==> config.mk <==
export PLATFORM = sky130hd
export DESIGN_NAME = pipeline_stall_controller
export DESIGN_NICKNAME = d
export VERILOG_FILES = /design/src/rtl/pipeline_stall_controller_pkg.sv /design/src/rtl/pipeline_stall_controller_occupancy.sv /design/src/rtl/pipeline_stall_controller.sv
export SDC_FILE = /design/constraint.sdc
export NUM_CORES = 1
export LEC_CHECK = 0
export CAP_MARGIN = 20
export CORE_AREA = 2 2 81 83
export CTS_BUF_LIST = sky130_fd_sc_hd__clkbuf_4 sky130_fd_sc_hd__clkbuf_8
export CTS_CLUSTER_DIAMETER = 200
export CTS_CLUSTER_SIZE = 30
export DETAILED_ROUTE_END_ITERATION = 8
export DIE_AREA = 0 0 83 85
export PLACE_DENSITY = 0.69
export SLEW_MARGIN = 15
export SYNTH_ARGS = -nofsm -noshare
export SYNTH_HDL_FRONTEND = slang
export SYNTH_SLANG_ARGS = --single-unit
==> constraint.sdc <==
create_clock -name CLK -period 2.38 [get_ports CLK]
set_clock_uncertainty 0.05 [all_clocks]
set_input_delay 0.476 -clock CLK [delete_from_list [all_inputs] [get_ports CLK]]
set_output_delay 0.476 -clock CLK [all_outputs]
set_load 0.02 [all_outputs]
==> src/rtl/pipeline_stall_controller_pkg.sv <==
// Shared constants for the pipeline hold/flush sequencer: FSM encodings,
// default multi-cycle latencies and the NOP instruction word.
package pipeline_stall_controller_pkg;

    localparam logic [1:0] ST_RUN     = 2'd0;
    localparam logic [1:0] ST_MULDIV  = 2'd1;
    localparam logic [1:0] ST_MEMWAIT = 2'd2;

    localparam int DEF_MUL_LAT = 3;
    localparam int DEF_DIV_LAT = 33;

    // addi x0, x0, 0
    localparam logic [31:0] NOP_INSTR = 32'h0000_0013;

    // Counter preload so that a latency-L operation stalls for L-1 cycles.
    function automatic logic [5:0] lat_preload(input int lat);
        return (lat > 1) ? 6'(lat - 2) : 6'd0;
    endfunction

endpackage

==> src/rtl/pipeline_stall_controller_occupancy.sv <==
// Down-counter tracking how many more EX cycles a MUL/DIV keeps the stage busy.
// Frozen while memory is busy so the remaining count survives a freeze.
module muldiv_occupancy_counter (
    input  logic       CLK,
    input  logic       RESET,
    input  logic       load,
    input  logic [5:0] load_val,
    input  logic       dec,
    input  logic       freeze,
    output logic       zero
);

    logic [5:0] cnt;

    always_ff @(posedge CLK or posedge RESET) begin
        if (RESET) begin
            cnt <= 6'd0;
        end else if (!freeze) begin
            if (load) begin
                cnt <= load_val;
            end else if (dec && (cnt != 6'd0)) begin
                cnt <= cnt - 6'd1;
            end
        end
    end

    assign zero = (cnt == 6'd0);

endmodule

==> src/rtl/pipeline_stall_controller.sv <==
// Central hold/flush sequencer for the 5-stage pipeline registers, plus a
// saturating count of cycles in which the PC is held.
module pipeline_stall_controller
    import pipeline_stall_controller_pkg::*;
#(
    parameter int MUL_LAT = DEF_MUL_LAT,
    parameter int DIV_LAT = DEF_DIV_LAT,
    parameter int CNT_W   = 32
) (
    input  logic             CLK,
    input  logic             RESET,
    input  logic             IMEM_BUSYWAIT,
    input  logic             DMEM_BUSYWAIT,
    input  logic [4:0]       ID_RS1,
    input  logic [4:0]       ID_RS2,
    input  logic             ID_USES_RS1,
    input  logic             ID_USES_RS2,
    input  logic             EX_MEMREAD,
    input  logic [4:0]       EX_RD,
    input  logic             EX_IS_MUL,
    input  logic             EX_IS_DIV,
    input  logic             EX_BRANCH_TAKEN,
    output logic             PC_HOLD,
    output logic             IFID_HOLD,
    output logic             IFID_FLUSH,
    output logic             IDEX_HOLD,
    output logic             IDEX_BUBBLE,
    output logic             EXMEM_HOLD,
    output logic             EXMEM_BUBBLE,
    output logic             MEMWB_HOLD,
    output logic [CNT_W-1:0] STALL_CYCLES
);

    localparam logic       MUL_STALLS = (MUL_LAT > 1);
    localparam logic       DIV_STALLS = (DIV_LAT > 1);
    localparam logic [5:0] MUL_LD     = lat_preload(MUL_LAT);
    localparam logic [5:0] DIV_LD     = lat_preload(DIV_LAT);

    function automatic logic [CNT_W-1:0] sat_inc(input logic [CNT_W-1:0] v);
        return (&v) ? v : v + 1'b1;
    endfunction

    logic [1:0] state, ret_state, eval_state, state_nxt;
    logic       busy, md_start, load_use, cnt_zero, cnt_load, cnt_dec;
    logic [5:0] ld_val;
    logic       pc_h, ifid_h, ifid_f, idex_h, idex_b, exmem_h, exmem_b, memwb_h;

    assign busy       = IMEM_BUSYWAIT | DMEM_BUSYWAIT;
    // Leaving MEMWAIT resumes whatever was interrupted in the very same cycle.
    assign eval_state = (state == ST_MEMWAIT) ? ret_state : state;
    assign md_start   = (EX_IS_DIV && DIV_STALLS) || (EX_IS_MUL && MUL_STALLS);
    assign ld_val     = (EX_IS_DIV && DIV_STALLS) ? DIV_LD : MUL_LD;
    assign load_use   = EX_MEMREAD && (EX_RD != 5'd0) &&
                        ((ID_USES_RS1 && (ID_RS1 == EX_RD)) ||
                         (ID_USES_RS2 && (ID_RS2 == EX_RD)));

    always_comb begin
        state_nxt = eval_state;
        cnt_load  = 1'b0;
        cnt_dec   = 1'b0;
        pc_h      = 1'b0;
        ifid_h    = 1'b0;
        ifid_f    = 1'b0;
        idex_h    = 1'b0;
        idex_b    = 1'b0;
        exmem_h   = 1'b0;
        exmem_b   = 1'b0;
        memwb_h   = 1'b0;
        if (busy) begin
            {pc_h, ifid_h, idex_h, exmem_h, memwb_h} = 5'b11111;
            state_nxt = ST_MEMWAIT;
        end else if (eval_state == ST_MULDIV) begin
            if (!cnt_zero) begin
                {pc_h, ifid_h, idex_h, exmem_b} = 4'b1111;
                cnt_dec = 1'b1;
            end else begin
                state_nxt = ST_RUN;
            end
        end else if (md_start) begin
            {pc_h, ifid_h, idex_h, exmem_b} = 4'b1111;
            cnt_load  = 1'b1;
            state_nxt = ST_MULDIV;
        end else if (EX_BRANCH_TAKEN) begin
            // The ID instruction is squashed anyway, so a load-use hold is moot.
            {ifid_f, idex_b} = 2'b11;
        end else if (load_use) begin
            {pc_h, ifid_h, idex_b} = 3'b111;
        end
    end

    assign PC_HOLD      = pc_h    & ~RESET;
    assign IFID_HOLD    = ifid_h  & ~RESET;
    assign IFID_FLUSH   = ifid_f  & ~RESET;
    assign IDEX_HOLD    = idex_h  & ~RESET;
    assign IDEX_BUBBLE  = idex_b  & ~RESET;
    assign EXMEM_HOLD   = exmem_h & ~RESET;
    assign EXMEM_BUBBLE = exmem_b & ~RESET;
    assign MEMWB_HOLD   = memwb_h & ~RESET;

    always_ff @(posedge CLK or posedge RESET) begin
        if (RESET) begin
            state        <= ST_RUN;
            ret_state    <= ST_RUN;
            STALL_CYCLES <= '0;
        end else begin
            state <= state_nxt;
            if (busy) begin
                ret_state <= eval_state;
            end
            if (pc_h) begin
                STALL_CYCLES <= sat_inc(STALL_CYCLES);
            end
        end
    end

    muldiv_occupancy_counter u_occ (
        .CLK      (CLK),
        .RESET    (RESET),
        .load     (cnt_load),
        .load_val (ld_val),
        .dec      (cnt_dec),
        .freeze   (busy),
        .zero     (cnt_zero)
    );

endmodule

==> flow_summary.yaml <==
run_status:
  status: "finished with violations"
  violations: "negative setup slack"
timing:
  period_needed_ns: 2.41
  relSlewSlack: 0.641
  rsz0062_at_grt: "yes"
  setup-violations-final: 2
  fin_crit_sh: 1.01
  timing.final.ws_setup_ns: -0.0328
  tightestPinTransition_ns: 0.538
  hold-worst-slack_ns: 0.446
  drv_slew: 0
  fmax_mhz: 414
  hold_violations: 0
synthesis:
  synth-seq-area-share: 0.436
  yosys-top-cells-area: "dfrtp_1, xor2_1, xnor2_1"
  synthFlopType: "dfrtp_1"
  synth-async-reset-ratio: 1.00
  synth_top_area_frac: 0.436
  netlist_instances: 259
  synth.most_common_cell: "dfrtp_1"
  synth_top_area_cell: "dfrtp_1"
  syn_area_mm2: 0.00241
  synth_edf_count: 0
  syn_nets: 287
  synth_common_cells: "dfrtp_1, nand2_1, xor2_1, nor2_1, nor3_1"
  avgSynthCellArea_um2: 9.30
  yosys_register_bits: 42
  synth-warning-count: 0
  yosysUniqueCellTypes: 41
setup_path:
  r2r-start: "state[1]"
  cp_slowest_stage_delay_ns: 0.50
  path_cells: "dlygate4sd2_1 -> or4_4 -> o21ai_4 -> nor3_2 -> a21boi_4 -> nor2_2 -> buf_6"
  arrival_ns: 1.89
  start_kind: "primary input"
  required_ns: 1.85
  startpoint: "EX_RD[3]"
  crit_fanout: 3
  endpoint_kind: "output pin"
  critPathKind: "primary input to output pin"
  slowest_stage: "or4_4"
route:
  drt-wirelength-per-cell_um: 13.5
  final_antenna_net_count: 0
  drc: 0
  vias: 2251
  drt_wl_total_um: 5820
  dr.pass1.iters: 4
  dr_wl_met2_um: 2860
  met1_length_um: 2580
  dr.first_iter.drc_count: 86
  vias_per_cell: 5.21
  wl_met3_um: 276
  highest_layer: "met4"
layout:
  fillers: 557
  fin_util: 0.569
  layout.nets: 382
  drive_above_1_share: 0.203
  fin_area_mm2: 0.00353
  area_growth_pct: 46.4
  antennaDiodeCount: 0
global_routing:
  grt_use_total: 0.168
  grt_max_degree: 43
  antenna_found_initial: 0
  grt_first_pass_wirelength_um: 9850
  grt_pass1_vias: 2191
  overflow: 0
flow_run:
  drv_cap: 0
placement:
  portBuffers: 64
  placed_area_mm2: 0.00333
  dp_hpwl_um: 4330
  gp_congestion: 0.831
power_and_ir_drop:
  vdd_ir_drop_max_uv: 505
  powerDensity_mw_per_mm2: 802
  switching_share: 0.379
  p_clk_frac: 0.174
  switchingPower_w: 0.00107
  pwr-share-seq: 0.402
  comb_power_share: 0.424
  intPower_w: 0.00176
  p_total_w: 0.00283
  power.leakage_nw: 1.52
floorplanning:
  initial_core_util: 0.388
  rows: 29
  die-area_mm2: 0.00706
  design.core.area_mm2: 0.00620
  die_y_um: 85
  ioPinCount: 65
  die_w_um: 83
clocking:
  cts_root_buffer: "clkbuf_8"
  clock_latency_ns: 0.30
  clock-sinks: 42
  tritoncts: "done"
  cts.clk_slew.worst_paths_ns: 0.07
  hold_buffers: 0
  cts_inserted_buffers: 5
  cts_buffer_depth: 2
  h-tree-depth: 2
hold_path:
  min_path_type: "flop to flop"
  min_from: "STALL_CYCLES[26]"
-- worst max-delay path, delay by kind of cell --
kind                   cells  cell delay, ns
buffers and inverters      2            0.41
and+or+nand+nor            3            0.65
AOI/OAI and AO/OA          2            0.36
-- what timing repair did --
action | in CTS | in global routing
gates resized for setup | 42 | 29
setup endpoints to repair | 39 | 10
setup buffers | 0 | 1
pin swaps | 6 | 11
-- state kept, by name (all words and copies together), names as in the netlist --
signal	flops
state	2
ret_state	2
u_occ.cnt	6
STALL_CYCLES	32
-- path summary, 6_finish.rpt --
check / to / depth (start not counted) / slack (ns)
max: PC_HOLD / 7 / -0.03
min: STALL_CYCLES[26] / 1 / 0.45
max reg2reg: STALL_CYCLES[30] / 8 / 0.11
min reg2reg: STALL_CYCLES[26] / 1 / 0.45
max in group asynchronous: STALL_CYCLES[30] / 4 / 1.13
min in group asynchronous: state[1] / 4 / 0.77
-- kinds of logic (layout without fill, tap and decap cells) --
kind of cell | count (synthesis) | count (layout) | synth area share
buffers and inverters | 15 | 111 | 0.0312
AND/OR/NAND/NOR | 127 | 127 | 0.286
multiplexers | 3 | 3 | 0.0135
AO/OA/AOI/OAI | 31 | 31 | 0.0794
XOR/XNOR | 38 | 38 | 0.138
flip-flops | 42 | 42 | 0.436
adder cells (fa/ha/maj) | 3 | 3 | 0.0156
-- power groups by stage --
stage / sequential [W] / clock [W] / combinational, W
after floorplan: 0.00131 / 0 / 0.000439
after global placement: 0.00114 / 0 / 0.00117
after detailed placement: 0.00114 / 0 / 0.00119
after CTS: 0.00113 / 0.000514 / 0.00120
after global routing: 0.00117 / 0.000545 / 0.00132
final: 0.00114 / 0.000493 / 0.00120
-- final cells by class --
class                   instances  area [um2]  share of cell area
multi-input cells             202        1380               0.390
clock buffers                   7        90.1              0.0255
well taps                      77        96.3              0.0273
repair buffers                 96         881               0.250
flip-flops and latches         42        1050               0.298
inverters                       7        26.3             0.00745
clock inverters                 1        5.00             0.00142
-- routing by layer --
metal | global-route usage | vias to the layer above
li1 | - | 1104
met1 | 0.209 | 1067
met2 | 0.290 | 71
met3 | 0.0379 | 9
met4 | 0.0551 | 0
met5 | 0 | -
-- cell usage in the layout (no fill, tap or decap), types with 3 or more instances in the layout --
master,n
ha_1,3
nand4_1,9
xnor2_1,15
dlymetal6s2s_1,8
clkbuf_8,6
nor4_1,9
nor3_1,18
clkdlybuf4s50_1,43
xor2_1,22
dlygate4sd2_1,4
dfrtp_1,41
buf_6,4
nor2_1,19
o21ai_0,9
inv_1,7
buf_4,32
nand2_1,27
a21oi_1,9
nand2b_1,4
nand3_1,9
nor4b_1,3
-- stage by stage --
step	instances	worst slack, ns	setup TNS [ns]
after floorplan	259	0.0265	0
after global placement	423	-0.633	-13.02
after detailed placement	423	-0.695	-14.84
after CTS	431	-0.0584	-0.176
after global routing	432	-0.117	-0.422
final	432	-0.0328	-0.0644
No activity file was read; power rests on OpenSTA's default activity.
